<file path="config.mk">
export PLATFORM = sky130hd
export DESIGN_NAME = parity_frame_rx
export DESIGN_NICKNAME = d
export VERILOG_FILES = /design/src/rtl/parity_frame_rx.sv
export SDC_FILE = /design/constraint.sdc
export NUM_CORES = 1
export LEC_CHECK = 0
export BUFFER_PORTS_ARGS = -buffer_cell sky130_fd_sc_hd__buf_2
export CAP_MARGIN = 20
export CORE_MARGIN = 10
export CORE_UTILIZATION = 55
export CTS_CLUSTER_DIAMETER = 40
export DETAILED_ROUTE_END_ITERATION = 10
export HOLD_SLACK_MARGIN = 0.12
export PLACE_DENSITY = 0.79
export SLEW_MARGIN = 40
export SYNTH_ARGS = -nofsm -noshare
export SYNTH_HDL_FRONTEND = slang
export SYNTH_SLANG_ARGS = --single-unit
</file>
<file path="constraint.sdc">
create_clock -name clk -period 2.3 [get_ports clk]
set_input_delay 0.46 -clock clk [delete_from_list [all_inputs] [get_ports clk]]
set_output_delay 0.46 -clock clk [all_outputs]
set_load 0.02 [all_outputs]
</file>
<file path="src/rtl/parity_frame_rx.sv">
// Serial parity-checking frame receiver: start, DATA_W data bits (LSB first), parity, stop.
// Optional saturating error counter enabled by defining PRX_ERR_COUNT_EN.
module parity_frame_rx #(
  parameter int unsigned DATA_W     = 16,
  parameter bit          ODD_PARITY = 1'b0
) (
  input  logic              clk,
  input  logic              rst_n,
  input  logic              bit_stb,
  input  logic              ser_in,
  output logic [DATA_W-1:0] rx_data,
  output logic              rx_valid,
  output logic              parity_err,
  output logic              frame_err,
  output logic              busy,
  output logic [7:0]        err_count
);

  localparam int unsigned CNT_W = (DATA_W > 1) ? $clog2(DATA_W) : 1;

  typedef enum logic [2:0] {
    IDLE,
    DATA,
    PARITY,
    STOP,
    WAIT_IDLE
  } state_t;

  state_t             state, state_nxt;
  logic [CNT_W-1:0]   cnt;
  logic [DATA_W-1:0]  shreg;
  logic               run_par;
  logic               perr;

  always_ff @(posedge clk) begin
    if (!rst_n) state <= IDLE;
    else        state <= state_nxt;
  end

  always_comb begin
    state_nxt = state;
    if (bit_stb) begin
      case (state)
        IDLE:      if (!ser_in) state_nxt = DATA;
        DATA:      if (cnt == CNT_W'(DATA_W - 1)) state_nxt = PARITY;
        PARITY:    state_nxt = STOP;
        // A low stop bit means the line may be in break; wait for it to rise.
        STOP:      state_nxt = ser_in ? IDLE : WAIT_IDLE;
        WAIT_IDLE: if (ser_in) state_nxt = IDLE;
        default:   state_nxt = IDLE;
      endcase
    end
  end

  always_ff @(posedge clk) begin
    if (!rst_n) begin
      cnt        <= '0;
      shreg      <= '0;
      run_par    <= 1'b0;
      perr       <= 1'b0;
      rx_data    <= '0;
      rx_valid   <= 1'b0;
      parity_err <= 1'b0;
      frame_err  <= 1'b0;
    end else begin
      rx_valid <= 1'b0;
      if (bit_stb) begin
        case (state)
          IDLE: begin
            if (!ser_in) begin
              cnt     <= '0;
              run_par <= 1'b0;
            end
          end
          DATA: begin
            shreg   <= {ser_in, shreg[DATA_W-1:1]};
            run_par <= run_par ^ ser_in;
            cnt     <= cnt + 1'b1;
          end
          PARITY: perr <= run_par ^ ser_in ^ ODD_PARITY;
          STOP: begin
            rx_data    <= shreg;
            parity_err <= perr;
            frame_err  <= ~ser_in;
            rx_valid   <= 1'b1;
          end
          default: ;
        endcase
      end
    end
  end

  assign busy = (state != IDLE);

`ifdef PRX_ERR_COUNT_EN
  logic [7:0] err_cnt;

  always_ff @(posedge clk) begin
    if (!rst_n)
      err_cnt <= '0;
    else if (rx_valid && (parity_err || frame_err) && (err_cnt != 8'hFF))
      err_cnt <= err_cnt + 8'd1;
  end

  assign err_count = err_cnt;
`else
  assign err_count = '0;
`endif

endmodule
</file>
Yosys cells after proc, flatten, opt, wreduce, memory -nomap -nowiden
Cells that the tools add are included.
- add/sub/neg operators: 1
- multiply operators: 0
- div/mod/pow operators: 0
- order comparisons: 0
- equal/unequal tests: 8
- shift operators: 0
- mux-type cells: 10
- bitwise gates (word level): 2
- reduce and logical (&&, ||, !) cells: 9
- operator list (cell ; number):
    $pmux 3 s5 ; 1
    $mux 3 ; 4
    $pmux 4 s2 ; 1
    $reduce_and 2->1 ; 4
    $eq 3x2->1 const B ; 2
    $ne 2x2->1 const B ; 3
    $add 4x1->4 const B ; 1
    $eq 4x4->1 const B ; 1
    $mux 4 ; 1
    $reduce_and 4->1 ; 1
    $eq 3x1->1 const B ; 1
    $eq 3x3->1 const B ; 1
    $logic_not 3->1 ; 1
    $reduce_and 3->1 ; 1
    $reduce_bool 3->1 ; 1
    $mux 1 ; 2
    $pmux 1 s2 ; 1
    $reduce_bool 2->1 ; 1
    $not 1->1 ; 1
    $xor 1x1->1 ; 1
- register bits: 44
- bits in latches: 0
- bits in writable memories: 0
- memory bits (read-only): 0
- input port bits: 4
- output and inout port bits: 28
- word-level logic and storage cells: 39
- memories kept: 0

Logic depth before layout (Yosys ltp)
Gate-level depths: netlist of run 1.
- word-level depth: 3
- mapped depth: 6
- depth with buffers taken out: 4

Worst setup path before layout of run 1
OpenSTA, ideal clock, no wires.
- path kind: register to output
- start: reg state[2]
- end: out busy
- arrival time: 0.916 ns
- data required time: 1.840 ns
- setup slack: 0.924 ns
- stages on the path, launching flop included: 3
- buffers on the path: 1
- cell sequence: dfxtp_1 buf_2 or3_1
- cells in the longest elaborated chain, start to end: 1
- ends and longest elaborated chain (item ; line ; source):
    start: declaration ; 29 ; state_t state, state_nxt;
    start signal: assignment ; 37 ; else state <= state_nxt;
    $reduce_bool 3->1 ; 93 ; assign busy = (state != IDLE);
    end: declaration ; 15 ; output logic busy,
No other way between the ends.

Worst setup path after layout of run 1
Same ends and word-level chain as after synthesis.

==> metrics, run 1 <==
status complete, no violations; Worst-Skew Late Latency 0.35 ns; initial antenna violation count 0; CORE AREA 0.00308 mm²; die area 0.00589 mm²; Post-synth EDFFs 0; post-synth design cell area 0.00177 mm²; period utilization 0.790; # DRC 0; Final HPWL DP 2.31 mm; RSZ-0062 raised after global routing false; CTS resizes 0; Initial Utilization 0.575; number of setup violations in the final report 0; Rel. slew slack 0.560; Vias 1406; global-route wire length before repair 5.93 mm; CP Launch Type flip-flop; # diodes 0; power per cell area 627 mW/mm²; Setup CP Type flip-flop to primary output; cts hold-fix bufs 0; Final Net Count 234; Max VDD drop 0.392 mV; Static Leak 0.689 nW; Synth async-reset ratio 0; GP Congestion 0.715; Clock Tree Buf Depth 2; Port Buf Inserts 23; Yosys cell types 35; synth top area cells dfxtp_1, nand2_1, a21oi_1; share of cells above drive strength 1 0.170; DR iter-0 viols 117; largest net degree at the start of global routing 44; Min-Delay Path Class input pin to flip-flop; routed len/inst 12.7 µm; final hold vios 0; Overall Power 1.18 mW; CP endpoint kind primary output; Std-Cell Rows 20; via density per instance 5.15; Synth Register Bits 44; fin crit period 1.82 ns; Syn-to-layout area delta 6.43%; Pre-Repair DR Iteration Count 4; number of max-cap violations 0; max-slew violations 0; Layout Skew 0.00886 ns; clk root buf clkbuf_4; achievable clock frequency 550 MHz; worst slew pin tran 0.659 ns; final wirelength 3.46 mm; Seq/Total Area, Yosys 0.498; leading area contributor after synthesis dfxtp_1; top cells by count, synth nand2_1, dfxtp_1, a21oi_1; Final TNS setup 0 ns; crit path DAT 1.36 ns; hold path depth 2; CTS tree done; H-tree depth 2; Synth Area per Inst 8.31 µm²; I/O Pins 32; CTS Buf Count 5; Mapped Cells 213; most frequent cell after synthesis nand2_1; Worst Path Max Fanout 13; Most used DFF post-synth dfxtp_1; GRT Residual Overflow 0; vias in the first global route 1302; Synth Warn # 0; post-CTS setup buffer count 0; Tot GR Track Use 0.120; die height 76.7 µm; CTS Sinks 44; antenna viol nets, final 0; R2R depth 3; Clock Pin Slew Worst Setup and Hold Paths 0.12 ns; Chip Width 76.7 µm; top cell type's share of synthesized area 0.498; CP required 1.84 ns
registers in the layout, indices dropped and copies added, names as in the netlist:
register	count
rx_data	16
run_par	1
perr	1
shreg	16
cnt	4
parity_err	1
frame_err	1
state	3
rx_valid	1
metal layers:
layer / GRT usage / up-vias / share of wire
met3: 0.0443 / 6 / 0.050
met5: 0 / - / 0
met2: 0.191 / 22 / 0.46
li1: - / 726 / -
met4: 0.0613 / 0 / 0.020
met1: 0.138 / 652 / 0.47
kinds of logic (layout without fill, tap and decap cells):
group | Yosys count | in the layout | share of synthesized area
and+or+nand+nor | 90 | 90 | 0.237
AOI/OAI and AO/OA | 50 | 50 | 0.162
DFF | 44 | 44 | 0.498
buffers and inverters | 26 | 35 | 0.0897
adders and majority gates | 1 | 1 | 0.00707
other | 1 | 8 | 0.00212
xor gates and xnor gates | 1 | 1 | 0.00495
where the power goes:
| group | internal (mW) | switching [mW] |
|---|---|---|
| registers | 0.765 | 0.00592 |
| clock network | 0.112 | 0.237 |
| logic | 0.0153 | 0.0461 |
| total | 0.892 | 0.289 |
final cells by class:
class / instances / area (µm²)
clock buffers: 5 / 37.5
clock inverters: 2 / 12.5
fillers: 291 / 1190
inverters: 3 / 11.3
multi-input cells: 150 / 757
flip-flops and latches: 44 / 881
well taps: 44 / 55.1
repair buffers: 25 / 130
worst paths after layout:
| check | from | to | slack (ns) |
|---|---|---|---|
| worst max-delay path | state[2] | busy | 0.48 |
| worst min register to register | rx_data[8] | rx_data[8] | 0.46 |
| worst max register to register | state[1] | frame_err | 0.65 |
| worst min-delay path | rst_n | state[0] | 0.35 |
per-stage QoR:
step / utilization / setup WS (ns) / instances / instance area, µm² / hold WS, ns
after floorplan: - / 0.924 / 220 / 1800 / 0.432
after global placement: 0.596 / 0.703 / 266 / 1830 / 0.440
after detailed placement: 0.596 / 0.645 / 266 / 1830 / 0.444
after CTS: 0.612 / 0.479 / 273 / 1880 / 0.344
after global routing: 0.612 / 0.411 / 273 / 1880 / 0.338
final: 0.612 / 0.483 / 273 / 1880 / 0.352
worst max-delay path: stages (launching register included):
cell and delay, ns:
dfxtp_1 0.44, or3_1 0.40, buf_2 0.16
placed cells by master (no fill, tap or decap), types with 2 or more instances in the layout:
master    count
dfxtp_1      44
buf_4         2
nand2_1      69
conb_1        8
inv_1         2
nand2b_1      3
buf_2        23
a311oi_1      3
clkbuf_4      5
a21oi_1      38
nand3_1       2
a211oi_1      3
nor2_1        4
o21ai_0       2
(Power assumes the default switching activity.)
==> run 2: changes to the inputs <==
--- a/config.mk
+++ b/config.mk
@@ -5,14 +5,15 @@
 export SDC_FILE = /design/constraint.sdc
 export NUM_CORES = 1
 export LEC_CHECK = 0
+export ABC_AREA = 1
 export BUFFER_PORTS_ARGS = -buffer_cell sky130_fd_sc_hd__buf_2
 export CAP_MARGIN = 20
 export CORE_MARGIN = 10
-export CORE_UTILIZATION = 55
+export CORE_UTILIZATION = 54
 export CTS_CLUSTER_DIAMETER = 40
 export DETAILED_ROUTE_END_ITERATION = 10
 export HOLD_SLACK_MARGIN = 0.12
-export PLACE_DENSITY = 0.79
+export PLACE_DENSITY = 0.77
 export SLEW_MARGIN = 40
 export SYNTH_ARGS = -nofsm -noshare
 export SYNTH_HDL_FRONTEND = slang
==> constraint.sdc (replaced) <==
create_clock -name clk -period 1.9 [get_ports clk]
set_input_delay 0.38 -clock clk [delete_from_list [all_inputs] [get_ports clk]]
set_output_delay 0.38 -clock clk [all_outputs]
set_load 0.02 [all_outputs]
==> metrics, run 2 <==
status complete, no violations; Std-Cell Rows 20; Vias 1427; Fill cells 295; achievable clock frequency 604 MHz; Clock Tree Buf Depth 2; CORE AREA 0.00313 mm²; DR iter-0 viols 108; GP Congestion 0.776; CP required 1.52 ns; commonest non-fill, non-tap cell in the layout dfxtp_1; largest net degree at the start of global routing 23; simple-gate share of the synthesized area 0.253; Setup CP Type flip-flop to primary output; adder-cell share of the synthesized area 0.00694; power per cell area 817 mW/mm²; Max VDD drop 0.432 mV; die height 77.8 µm; Worst Path Buf+Inv 1; Post-synth EDFFs 0; die area 0.00605 mm²; CTS Buf Count 5; CP Launch Type flip-flop; routed len/inst 11.6 µm; post-place setup slack 0.499 ns; Chip Width 77.8 µm; leading area contributor after synthesis dfxtp_1; Compound-Gate Fraction of Synth Area 0.149; r2r setup slk 0.48 ns; mux cell area share after synthesis 0; Initial Utilization 0.576; Port Buf Inserts 23; final hold vios 0; Most used DFF post-synth dfxtp_1; CTS Sinks 44; critical path's slowest cell dfxtp_1; Yosys cell types 25; Worst-Skew Late Latency 0.35 ns; largest family of logic cells by synthesized area simple AND/OR/NAND/NOR gates; clk root buf clkbuf_4; most frequent cell after synthesis dfxtp_1; hold slack 0.351 ns; global-route wire length before repair 6.01 mm; Final TNS setup 0 ns; fin crit period 1.66 ns; Worst Path Max Fanout 5; Synth Register Bits 44; Pre-Repair DR Iteration Count 4; critical path's largest stage delay 0.39 ns; top cells by count, synth dfxtp_1, nand2_1, nor2_1; Syn-to-layout area delta 8.40%; top cell type's share of synthesized area 0.489; # diodes 0; CP cell instances nor2_1 -> nand2_1 -> buf_2; Final Net Count 252; Synth Warn # 0; number of setup violations in the final report 0; synth top area cells dfxtp_1, nand2_1, nor2_1; via density per instance 4.89; initial antenna violation count 0; biggest regs rx_data (16), shreg (16), cnt (4); Tot GR Track Use 0.116; crit path DAT 1.28 ns; post-synth design cell area 0.00180 mm²; RSZ-0062 raised after global routing false; max-slew violations 0; share of cells above drive strength 1 0.230; Mapped Cells 226; Min-Delay Path Class input pin to flip-flop; Layout Skew 0.00741 ns; CTS tree done; I/O Pins 32; xor-xnor portion of the synthesized cell area 0.00486; cell family with most CP delay flip-flops; CTS resizes 0; Final HPWL DP 2.38 mm; CP endpoint kind primary output; fin util 0.625; post-CTS setup buffer count 0; vias in the first global route 1347; H-tree depth 2; # DRC 0; period utilization 0.872; final wirelength 3.40 mm; Static Leak 0.789 nW; cts hold-fix bufs 0; Synth async-reset ratio 0; antenna viol nets, final 0; final worst-path setup slack 0.244 ns; Seq/Total Area, Yosys 0.489; Clock Pin Slew Worst Setup and Hold Paths 0.12 ns; number of max-cap violations 0; Synth Area per Inst 7.98 µm²; GRT Residual Overflow 0; most frequent cells in the layout dfxtp_1, nand2_1, nor2_1, buf_2, o21ai_0
## run 2: cell types whose count changed in the layout (fill, tap and decap cells not counted), moves of 3 or more
cell / delta
nand3_1: +9
a21oi_1: -20
nand2b_1: -3
a21oi_2: +8
nand2_2: +8
inv_1: +5
a211oi_1: -3
nor2_1: +33
nand2_1: -28
a311oi_1: -3
o21ai_0: +17
## run 2: routing by layer
| layer | track usage | share of wire |
|---|---|---|
| met5 | 0 | 0 |
| met3 | 0.0622 | 0.094 |
| met2 | 0.171 | 0.42 |
| met1 | 0.142 | 0.47 |
| met4 | 0.0365 | 0.011 |
## run 2: final timing paths
kind / cells past startpoint / endpoint / start
setup / recovery: 3 / busy / state[2]
hold reg to reg: 2 / rx_data[0] / shreg[0]
hold / removal: 3 / shreg[15] / ser_in
setup reg to reg: 6 / state[2] / state[0]
## run 2: final cells by class
cell class / instances / area [µm²] / area share
sequential: 44 / 881 / 0.451
multi-input combinational: 160 / 776 / 0.397
timing repair buffer: 26 / 138 / 0.0704
clock buffer: 7 / 55.1 / 0.0282
tap: 44 / 55.1 / 0.0282
inverter: 10 / 42.5 / 0.0218
clock inverter: 1 / 7.51 / 0.00384
## run 2: per-stage QoR
stage | instances | instance area [µm²] | total power [mW]
2_1_floorplan | 233 | 1830 | 1.13
3_3_place_gp | 284 | 1890 | 1.14
3_5_place_dp | 284 | 1890 | 1.15
4_1_cts | 292 | 1950 | 1.61
5_1_grt | 292 | 1950 | 1.67
6_report | 292 | 1950 | 1.60
## run 2: tightest hold or removal path: cells and delay by family
family / cells / cell delay [ns]
compound gates: 1 / 0.11
buf+inv: 2 / 0.18
## run 2: logic make-up (layout without fill, tap and decap cells)
logic type      count (synthesis)  after routing
simple gates                  103            103
compound gates                 47             47
flops                          44             44
buf+inv                        29             44
fa+ha+maj                       1              1
other cells                     1              8
xor+xnor                        1              1
## run 2: report_power, final
group / leakage, nW / internal [mW] / switching (mW) / total (mW)
Sequential: 0.356 / 0.953 / 0.0251 / 0.978
Combinational: 0.401 / 0.0446 / 0.104 / 0.149
Clock: 0.0315 / 0.181 / 0.288 / 0.469
Total: 0.789 / 1.18 / 0.417 / 1.60
